===== src/rtl/tlc5957_pkg.sv =====
// Shared TLC5957 definitions: LAT-count command codes, GS bank geometry and helpers.
package tlc5957_pkg;

  localparam int unsigned GS_WORD_W = 48;
  localparam int unsigned GS_WORDS  = 16;
  localparam int unsigned CMD_W     = 5;
  localparam int unsigned PTR_W     = $clog2(GS_WORDS);

  localparam logic [CMD_W-1:0] WRTGS   = 5'd1;
  localparam logic [CMD_W-1:0] LATGS   = 5'd3;
  localparam logic [CMD_W-1:0] WRTFC   = 5'd5;
  localparam logic [CMD_W-1:0] READFC  = 5'd11;
  localparam logic [CMD_W-1:0] FCWRTEN = 5'd15;

  typedef enum logic [CMD_W-1:0] {
    CmdWrtgs   = WRTGS,
    CmdLatgs   = LATGS,
    CmdWrtfc   = WRTFC,
    CmdReadfc  = READFC,
    CmdFcwrten = FCWRTEN
  } tlc_cmd_e;

  // LAT-high edge counter saturates rather than wrapping into a valid code.
  function automatic logic [CMD_W-1:0] sat_inc(input logic [CMD_W-1:0] v);
    return (v == {CMD_W{1'b1}}) ? v : v + 5'd1;
  endfunction

endpackage


===== src/rtl/tlc5957_receiver_sync_edge.sv =====
// tlc_sync_edge: 2-FF synchronizer for an asynchronous level with rise/fall strobes.
module tlc_sync_edge (
  input  logic clk,
  input  logic nrst,
  input  logic din,
  output logic dout,
  output logic rise,
  output logic fall
);

  // ff_q[2] is the previous synchronized value, used only for edge detection.
  logic [2:0] ff_q;

  always_ff @(posedge clk or negedge nrst) begin
    if (!nrst) begin
      ff_q <= 3'b000;
    end else begin
      ff_q <= {ff_q[1:0], din};
    end
  end

  assign dout = ff_q[1];
  assign rise = ff_q[1] & ~ff_q[2];
  assign fall = ~ff_q[1] & ff_q[2];

endmodule


===== src/rtl/tlc5957_receiver.sv =====
// TLC5957 serial-protocol receiver model: GS double buffer, FC register, LAT-count decoder.
// Optional READFC readback path is enabled by defining TLC_RECEIVER_READFC_EN.
module tlc5957_receiver
  import tlc5957_pkg::*;
(
  input  logic                 clk,
  input  logic                 nrst,
  input  logic                 drv_sclk,
  input  logic                 drv_lat,
  input  logic                 drv_sin,
  output logic                 drv_sout,
  output logic [GS_WORD_W-1:0] fc_reg,
  output logic                 fc_wen,
  output logic                 cmd_valid,
  output logic [CMD_W-1:0]     cmd_code,
  output logic                 cmd_err,
  output logic                 gs_latched,
  input  logic [PTR_W-1:0]     gs_rd_addr,
  output logic [GS_WORD_W-1:0] gs_rd_data
);

  logic sclk_rise;
  logic lat_s, lat_fall;
  logic [1:0] sin_ff_q;
  logic sin_s;

  tlc_sync_edge u_sync_sclk (
    .clk  (clk),
    .nrst (nrst),
    .din  (drv_sclk),
    .dout (),
    .rise (sclk_rise),
    .fall ()
  );

  tlc_sync_edge u_sync_lat (
    .clk  (clk),
    .nrst (nrst),
    .din  (drv_lat),
    .dout (lat_s),
    .rise (),
    .fall (lat_fall)
  );

  always_ff @(posedge clk or negedge nrst) begin
    if (!nrst) begin
      sin_ff_q <= 2'b00;
    end else begin
      sin_ff_q <= {sin_ff_q[0], drv_sin};
    end
  end
  assign sin_s = sin_ff_q[1];

  logic [GS_WORD_W-1:0] sr_q, sr_d, sr_upd;
  logic [CMD_W-1:0]     lat_cnt_q, lat_cnt_d, lat_cnt_upd;
  logic [PTR_W-1:0]     wr_ptr_q, wr_ptr_d;
  logic [GS_WORD_W-1:0] bank1_q [GS_WORDS];
  logic [GS_WORD_W-1:0] bank2_q [GS_WORDS];
  logic                 bank1_wen;
  logic                 copy_q, copy_d;
  logic [GS_WORD_W-1:0] fc_reg_q, fc_reg_d;
  logic                 fc_wen_q, fc_wen_d;
  logic [CMD_W-1:0]     cmd_code_q, cmd_code_d;
  logic                 cmd_valid_q, cmd_valid_d;
  logic                 cmd_err_q, cmd_err_d;
  logic [GS_WORD_W-1:0] gs_rd_data_q;
  logic [1:0]           fill_q, fill_d;
  logic                 armed_q, armed_d;
  logic                 decode;
  logic                 sout_load;

  // Same-cycle SCLK edge and LAT fall: the decoder sees the post-edge values.
  assign sr_upd      = sclk_rise ? {sr_q[GS_WORD_W-2:0], sin_s} : sr_q;
  assign lat_cnt_upd = (sclk_rise && lat_s) ? sat_inc(lat_cnt_q) : lat_cnt_q;

  // Decoding only starts once LAT has been seen low after reset, so a LAT held
  // high through reset release cannot produce a spurious command.
  assign decode = lat_fall && armed_q;

  always_comb begin
    fill_d  = (fill_q == 2'd3) ? fill_q : fill_q + 2'd1;
    armed_d = armed_q | ((fill_q == 2'd3) && !lat_s);
  end

  always_comb begin
    sr_d        = sr_upd;
    lat_cnt_d   = lat_fall ? '0 : lat_cnt_upd;
    wr_ptr_d    = wr_ptr_q;
    bank1_wen   = 1'b0;
    copy_d      = 1'b0;
    fc_reg_d    = fc_reg_q;
    fc_wen_d    = fc_wen_q;
    cmd_code_d  = cmd_code_q;
    cmd_valid_d = 1'b0;
    cmd_err_d   = 1'b0;
    sout_load   = 1'b0;
    if (decode) begin
      cmd_valid_d = 1'b1;
      cmd_code_d  = lat_cnt_upd;
      case (lat_cnt_upd)
        CmdWrtgs: begin
          bank1_wen = 1'b1;
          wr_ptr_d  = wr_ptr_q + 4'd1;
        end
        CmdLatgs: begin
          bank1_wen = 1'b1;
          wr_ptr_d  = '0;
          copy_d    = 1'b1;
        end
        CmdFcwrten: fc_wen_d = 1'b1;
        CmdWrtfc: begin
          if (fc_wen_q) begin
            fc_reg_d = sr_upd;
            fc_wen_d = 1'b0;
          end else begin
            cmd_err_d = 1'b1;
          end
        end
        CmdReadfc: sout_load = 1'b1;
        default:   cmd_err_d = 1'b1;
      endcase
    end
  end

  always_ff @(posedge clk or negedge nrst) begin
    if (!nrst) begin
      sr_q        <= '0;
      lat_cnt_q   <= '0;
      wr_ptr_q    <= '0;
      copy_q      <= 1'b0;
      fc_reg_q    <= '0;
      fc_wen_q    <= 1'b0;
      cmd_code_q  <= '0;
      cmd_valid_q <= 1'b0;
      cmd_err_q   <= 1'b0;
      fill_q      <= 2'd0;
      armed_q     <= 1'b0;
    end else begin
      sr_q        <= sr_d;
      lat_cnt_q   <= lat_cnt_d;
      wr_ptr_q    <= wr_ptr_d;
      copy_q      <= copy_d;
      fc_reg_q    <= fc_reg_d;
      fc_wen_q    <= fc_wen_d;
      cmd_code_q  <= cmd_code_d;
      cmd_valid_q <= cmd_valid_d;
      cmd_err_q   <= cmd_err_d;
      fill_q      <= fill_d;
      armed_q     <= armed_d;
    end
  end

  // Copy cycle reads bank1 after the LATGS word landed; a write in the same
  // cycle goes to bank1 only and is not lost.
  always_ff @(posedge clk or negedge nrst) begin
    if (!nrst) begin
      for (int i = 0; i < GS_WORDS; i++) begin
        bank1_q[i] <= '0;
        bank2_q[i] <= '0;
      end
      gs_rd_data_q <= '0;
    end else begin
      if (bank1_wen) begin
        bank1_q[wr_ptr_q] <= sr_upd;
      end
      if (copy_q) begin
        for (int i = 0; i < GS_WORDS; i++) begin
          bank2_q[i] <= bank1_q[i];
        end
      end
      gs_rd_data_q <= bank2_q[gs_rd_addr];
    end
  end

`ifdef TLC_RECEIVER_READFC_EN
  logic [GS_WORD_W-1:0] sout_sr_q;

  always_ff @(posedge clk or negedge nrst) begin
    if (!nrst) begin
      sout_sr_q <= '0;
    end else if (sout_load) begin
      sout_sr_q <= fc_reg_q;
    end else if (sclk_rise) begin
      sout_sr_q <= {sout_sr_q[GS_WORD_W-2:0], 1'b0};
    end
  end

  assign drv_sout = sout_sr_q[GS_WORD_W-1];
`else
  logic unused_sout_load;
  assign unused_sout_load = sout_load;
  assign drv_sout         = 1'b0;
`endif

  assign fc_reg     = fc_reg_q;
  assign fc_wen     = fc_wen_q;
  assign cmd_valid  = cmd_valid_q;
  assign cmd_code   = cmd_code_q;
  assign cmd_err    = cmd_err_q;
  assign gs_latched = copy_q;
  assign gs_rd_data = gs_rd_data_q;

endmodule


===== config.mk =====
export PLATFORM = sky130hd
export DESIGN_NAME = tlc5957_receiver
export DESIGN_NICKNAME = d
export VERILOG_FILES = /design/src/rtl/tlc5957_pkg.sv /design/src/rtl/tlc5957_receiver_sync_edge.sv /design/src/rtl/tlc5957_receiver.sv
export SDC_FILE = /design/constraint.sdc
export NUM_CORES = 2
export LEC_CHECK = 0
export BUFFER_PORTS_ARGS = -buffer_cell sky130_fd_sc_hd__buf_2
export CAP_MARGIN = 40
export CELL_PAD_IN_SITES_DETAIL_PLACEMENT = 0
export CELL_PAD_IN_SITES_GLOBAL_PLACEMENT = 1
export CORE_ASPECT_RATIO = 2
export CORE_MARGIN = 3
export CORE_UTILIZATION = 55
export CTS_CLUSTER_DIAMETER = 60
export CTS_CLUSTER_SIZE = 24
export DETAILED_ROUTE_END_ITERATION = 10
export HOLD_SLACK_MARGIN = 0.08
export MAX_ROUTING_LAYER = met4
export PLACE_DENSITY_LB_ADDON = 0.1
export REMOVE_ABC_BUFFERS = 1
export SYNTH_ARGS = -nofsm -noshare
export SYNTH_HDL_FRONTEND = slang
export SYNTH_SLANG_ARGS = --single-unit

===== constraint.sdc =====
create_clock -name clk -period 3.2 [get_ports clk]
set_clock_uncertainty 0.05 [all_clocks]
set_input_delay 0 -clock clk [delete_from_list [all_inputs] [get_ports clk]]
set_output_delay 0 -clock clk [all_outputs]
set_load 0.01 [all_outputs]

Word-level counts from Yosys, hierarchy flattened

Index checks and enable logic that the tools add are counted.

Register bits: 1709
Input bits: 9
Output and inout bits: 106
Logic and storage cells: 99

Add/sub/neg operators: 3
Magnitude comparators: 3
Equality and inequality tests: 7
Mux-type cells: 20
Bitwise logic cells: 7
Reductions and logical operators: 12

Operator list:

| operator                                                 | count |
|---|---|
| bitwise mux 768 bit                                      | 1 |
| binary-select mux 48 bit (select 4 bit)                  | 1 |
| demux 48 bit (select 4 bit)                              | 1 |
| two-way mux 48 bit                                       | 4 |
| two-way mux 5 bit                                        | 3 |
| == test 5 x 4 -> 1 bit, second input constant            | 2 |
| greater-or-equal comparator 5 bit, second input constant | 2 |
| NOT 4 -> 5 bit                                           | 2 |
| one-hot mux 4 bit (2 select lines)                       | 1 |
| two-way mux 1 bit                                        | 7 |
| adder 5 x 1 -> 5 bit, second input constant              | 1 |
| == test 5 x 1 -> 1 bit, second input constant            | 1 |
| == test 5 x 2 -> 1 bit, second input constant            | 1 |
| == test 5 x 3 -> 1 bit, second input constant            | 1 |
| == test 5 bit, second input constant                     | 1 |
| < comparator 5 x 1 -> 1 bit, second input constant       | 1 |
| adder 4 x 1 -> 4 bit, second input constant              | 1 |
| logical AND 1 bit                                        | 4 |
| one-hot mux 1 bit (2 select lines)                       | 2 |
| AND reduction 2 bit                                      | 2 |
| nonzero test 2 bit                                       | 2 |
| OR reduction 4 bit                                       | 1 |
| AND reduction 3 bit                                      | 1 |
| adder 2 x 1 -> 2 bit, second input constant              | 1 |
| other kinds (6)                                          | 8 |

Depth between registers and ports, before layout

Depth in word-level cells: 8
Mapped depth: 8
Mapped depth without buffers: 6

Hierarchy

From an unflattened synthesis, not the netlist that was laid out.

Cell total of the unflattened synthesis: 3983
Area total of the unflattened synthesis: 69261.4 um^2

Modules (own cells, without submodules):

| module           | times used | cells an instance | area an instance (um^2) | sequential area each (um^2) |
|---|---|---|---|---|
| tlc5957_receiver | 1          | 3973              | 69081.3                 | 42615.9 |
| tlc_sync_edge    | 2          | 5                 | 90.1                    | 75.1 |

Least setup slack after synthesis

Ideal clock, no wire load.

Path type: register -> register
Start: reg u_sync_sclk.ff_q[2]
End: reg bank1_q[417] (netlist name)
Setup time: 0.127 ns
Arrival: 2.075 ns
Data required time: 3.023 ns
Setup slack: 0.948 ns
Stages on the path, launching flop included: 9
Buffers on the path: 3
Clock period less this slack: 2.252 ns
Cell sequence: dfrtp_1 -> nand3b_1 -> or3_1 -> a31o_4 -> buf_12 -> nand4_4 -> buf_6 -> buf_12 -> mux2_1

Cells in the longest elaborated chain, start to end: 8
Elaborated cells on any way between the ends: 11
Those cells by class: 2 x eq/ne; 5 x mux; 2 x bitwise; 2 x reduce/logical

RTL lines:

| item                                                             | RTL line                         | RTL |
|---|---|---|
| from (decl)                                                      | tlc5957_receiver_sync_edge.sv:12 | `logic [2:0] ff_q;` |
| from (signal assigned)                                           | tlc5957_receiver_sync_edge.sv:18 | `ff_q <= {ff_q[1:0], din};` |
| NOT 1 bit *                                                      | tlc5957_receiver_sync_edge.sv:23 | `assign rise = ff_q[1] & ~ff_q[2];` |
| bitwise AND 1 bit *                                              | tlc5957_receiver_sync_edge.sv:23 |  |
| logical AND 1 bit                                                | tlc5957_receiver.sv:74           | `assign lat_cnt_upd = (sclk_rise && lat_s) ? sat_inc(lat_cnt_q) : lat_cnt_q;` |
| two-way mux 5 bit                                                | tlc5957_receiver.sv:74           |  |
| == test 5 x 2 -> 1 bit or == test 5 x 1 -> 1 bit (tied branches) | tlc5957_receiver.sv:100          | `case (lat_cnt_upd)` |
| OR reduction 2 bit (no source line)                              | -                                |  |
| two-way mux 1 bit                                                | tlc5957_receiver.sv:100          |  |
| two-way mux 1 bit                                                | tlc5957_receiver.sv:97           | `if (decode) begin` |
| to (signal, indexed assignment)                                  | tlc5957_receiver.sv:164          | `bank1_q[wr_ptr_q] <= sr_upd;` |
| to (decl)                                                        | tlc5957_receiver.sv:57           | `logic [GS_WORD_W-1:0] bank1_q [GS_WORDS];` |

Every way passes the cells marked *; elsewhere a longest branch is shown, timed or not.
A chain may end at the register's enable or synchronous reset.

Worst setup path in the final report

Start: reg lat_cnt_q[0]
End: reg bank1_q[745] (netlist name)

Cells in the longest elaborated chain, start to end: 7
Elaborated cells on any way between the ends: 9
Those cells by class: 1 x add/sub; 3 x eq/ne; 4 x mux; 1 x reduce/logical

RTL lines:

| item                                                             | RTL line                | RTL |
|---|---|---|
| from (decl)                                                      | tlc5957_receiver.sv:55  | `logic [CMD_W-1:0] lat_cnt_q, lat_cnt_d, lat_cnt_upd;` |
| from (signal assigned)                                           | tlc5957_receiver.sv:140 | `lat_cnt_q <= lat_cnt_d;` |
| adder 5 x 1 -> 5 bit or == test 5 bit (tied branches)            | tlc5957_pkg.sv:25       | `return (v == {CMD_W{1'b1}}) ? v : v + 5'd1;` |
| two-way mux 5 bit                                                | tlc5957_pkg.sv:25       |  |
| two-way mux 5 bit *                                              | tlc5957_receiver.sv:74  |  |
| == test 5 x 2 -> 1 bit or == test 5 x 1 -> 1 bit (tied branches) | tlc5957_receiver.sv:100 |  |
| OR reduction 2 bit (no source line) *                            | -                       |  |
| two-way mux 1 bit *                                              | tlc5957_receiver.sv:100 |  |
| two-way mux 1 bit *                                              | tlc5957_receiver.sv:97  |  |

Marks and branches as above.

==> results.md <==
* Synth Flop Type: dfrtp_1
* Die footprint at 132,000 um2
* Detailed Place HPWL at 86,000 um
* Drt total wl at 150,000 um
* Iteration count of the initial detailed-routing pass at 5
* Detail Route Antenna Nets at 0
* Die Ht at 511 um
* Commonest non-fill, non-tap cell in the layout: dfrtp_1
* Final worst path period share at 86.1%
* Gate count of the mapped netlist at 3,968
* Vias in the first global route at 37,500
* Biggest regs: bank1_q: 768 flops, bank2_q: 768 flops
* Startpoint Class: register
* Rows at 184
* GR met3 Demand/Resource at 2.18%
* Number of synthesized flops with an enable pin at 0
* Drt drc at 0
* Pins Over Slew Limit at 0
* Via count at 33,600
* CTS tree: yes
* CTS Buffer Depth at 3
* Setup TNS at 0 ns
* Worst Hold Launch: u_sync_lat.ff_q[0]$_DFF_PN0_
* Synth-to-Final Area Change at 7.34%
* Final hold vios at 0
* VDD IR max at 0.406 mV
* RR Startpoint: lat_cnt_q[0]$_DFF_PN0_
* H-tree levels at 3
* Later-pin clock latency in the skew report at 0.70 ns
* Crit path DAT at 3.28 ns
* Met1 Resource Use GR at 33.1%
* Starting Density at 55.6%
* Commonest non-fill, non-tap cells in the layout: 1,708 x dfrtp_1, 1,337 x mux2_2, 270 x mux2_4, 240 x mux4_2, 108 x buf_2
* Die X at 259 um
* CTS Sinks at 1,709
* Syn Area/Cell at 17.7 um2
* TritonCTS buffer count at 82
* Post-synthesis compound-gate area fraction at 0.212%
* Multiplexer area fraction after synthesis at 35.4%
* Async SR Flop Fraction at 100%
* Main combinational cell family by area after synthesis: multiplexers
* Crit path from: lat_cnt_q[0]$_DFF_PN0_
* Per-cell routed wire length at 26.2 um
* Slew margin rel. at 49.8%
* Worst-margin pin slew at 0.752 ns
* Core area at 126,000 um2
* Hold_buf cts at 16
* Tot GR Track Use at 24.1%
* Post-cts resize count at 0
* P per Cell Area at 479 nW/um2
* RePlAce Congestion at 0.737
* Placed Area at 72,900 um2
* Clock Pin Slew Worst Setup and Hold Paths at 0.09 ns
* Largest net degree at the start of global routing at 127
* Iter 0 DRT Violations at 1,861
* Critical path fanouts, max at 18
* GR peak layer: met2
* Adder-cell share of the synthesized area at 0.107%
* Global Route met2 Usage at 39.8%
* I/O Buffers at 113
* Final nets at 4,036
* Post-route cell area at 75,300 um2
* First-pass GRT wire length at 236,000 um
* Mapped Area at 70,200 um2
* GRT Residual Overflow at 0
* Maximum clock frequency at 0.363 GHz
* Tmin final at 2.76 ns
* Boundary Pins at 115
* Fraction of layout cells with a size suffix above 1 at 54.5%
* Crit Path Category: reg2reg
* Via/cell ratio at 5.89
* Post-layout util at 59.7%
* CP Capture Type: register
* Leak at 37.9 nW
* Yosys cell types at 44
* Sequential fraction of the synthesis area at 60.9%
* Unrepaired setup endpoints after global routing: false
* Yosys warns at 0
* Max_cap viols at 0
* Required time worst endpoint at 3.73 ns
* Post-CTS setup buffer count at 0
* Post-synthesis simple-gate area fraction at 0.795%
* Initial antenna violation count at 1
* Status: finished, final reports clean
* Flops & latches, synth at 1,709
* Number of setup violations in the final report at 0
* Worst hold path class: reg2reg
* CTS root buffer: clkbuf_16
* Synth Area in XOR/XNOR at 0.0125%
## cells in the mapped netlist, types with 6 or more instances
cell type  count  area [um2]
dfrtp_1     1709       42800
mux2_2      1337       15100
mux2_4       270        4050
mux4_2       240        5410
clkbuf_1     160         601
buf_2         39         195
mux2_1        28         315
buf_4         26         195
buf_6         26         293
buf_12        21         420
nand4_4       10         213
nor2_1        10        37.5
buf_1          8        30.0
nand2_1        8        30.0
o21ai_0        8        40.0
and2_1         6        37.5
ha_1           6        75.1
## where the power goes
part	switching (mW)	total, mW	internal (mW)	leakage, nW
sequential	0.262	22.3	22.0	23.8
clock	6.72	11.5	4.82	1.09
combinational	1.56	2.29	0.735	13.1
## worst paths after layout
| check | to | slack, ns | cells after the start |
|---|---|---|---|
| setup / recovery | bank1_q[745]$_DFFE_PN0P_ | 0.44 | 6 |
| hold / removal | u_sync_lat.ff_q[1]$_DFF_PN0_ | 0.30 | 0 |
| setup reg to reg | bank1_q[745]$_DFFE_PN0P_ | 0.44 | 6 |
| hold reg to reg | u_sync_lat.ff_q[1]$_DFF_PN0_ | 0.30 | 0 |
| max in group asynchronous | bank2_q[29]$_DFFE_PN0P_ | 1.68 | 4 |
| min in group asynchronous | gs_rd_data[42]$_DFF_PN0_ | 0.64 | 4 |
## logic make-up (layout without fill, tap and decap cells)
family | after synthesis | in the layout
flip-flops | 1709 | 1709
buffers and inverters | 285 | 350
multiplexers | 1879 | 1879
AND/OR/NAND/NOR | 66 | 66
XOR/XNOR | 1 | 1
other | 1 | 3
AO/OA/AOI/OAI | 21 | 21
adder cells (fa/ha/maj) | 6 | 6
## through the flow
stage	hold WS, ns	total power [mW]	std cells	setup slack, ns
finish	0.304	36.1	5709	0.445
detailed placement	-0.0833	25.1	5595	0.453
global placement	-0.0871	25.0	5595	0.519
global route	0.318	37.6	5708	0.345
floorplan	-0.346	23.7	3688	-14.72
CTS	0.307	36.6	5707	0.446
## layer usage
| layer | wire (um) | vias to the layer above |
|---|---|---|
| met5 | 0 | - |
| met4 | 2780 | 0 |
| met3 | 3430 | 140 |
| met2 | 76400 | 337 |
| met1 | 67200 | 18700 |
| li1 | - | 14400 |
## critical path, stage by stage (launching register included)
cell	delay, ns
dfrtp_1	0.55
ha_1	0.30
and3_1	0.24
a31o_4	0.38
and4_4	0.45
buf_12	0.25
mux2_2	0.36
## final cells by class
cell class / count / area, um2
clock buffers: 87 / 2130
inverters: 5 / 18.8
multi-input cells: 1974 / 25700
clock inverters: 9 / 72.6
flip-flops and latches: 1709 / 42800
fillers: 9673 / 50800
well taps: 1674 / 2090
repair buffers: 249 / 2550
diodes: 2 / 5.00
(Power assumes the default switching activity.)
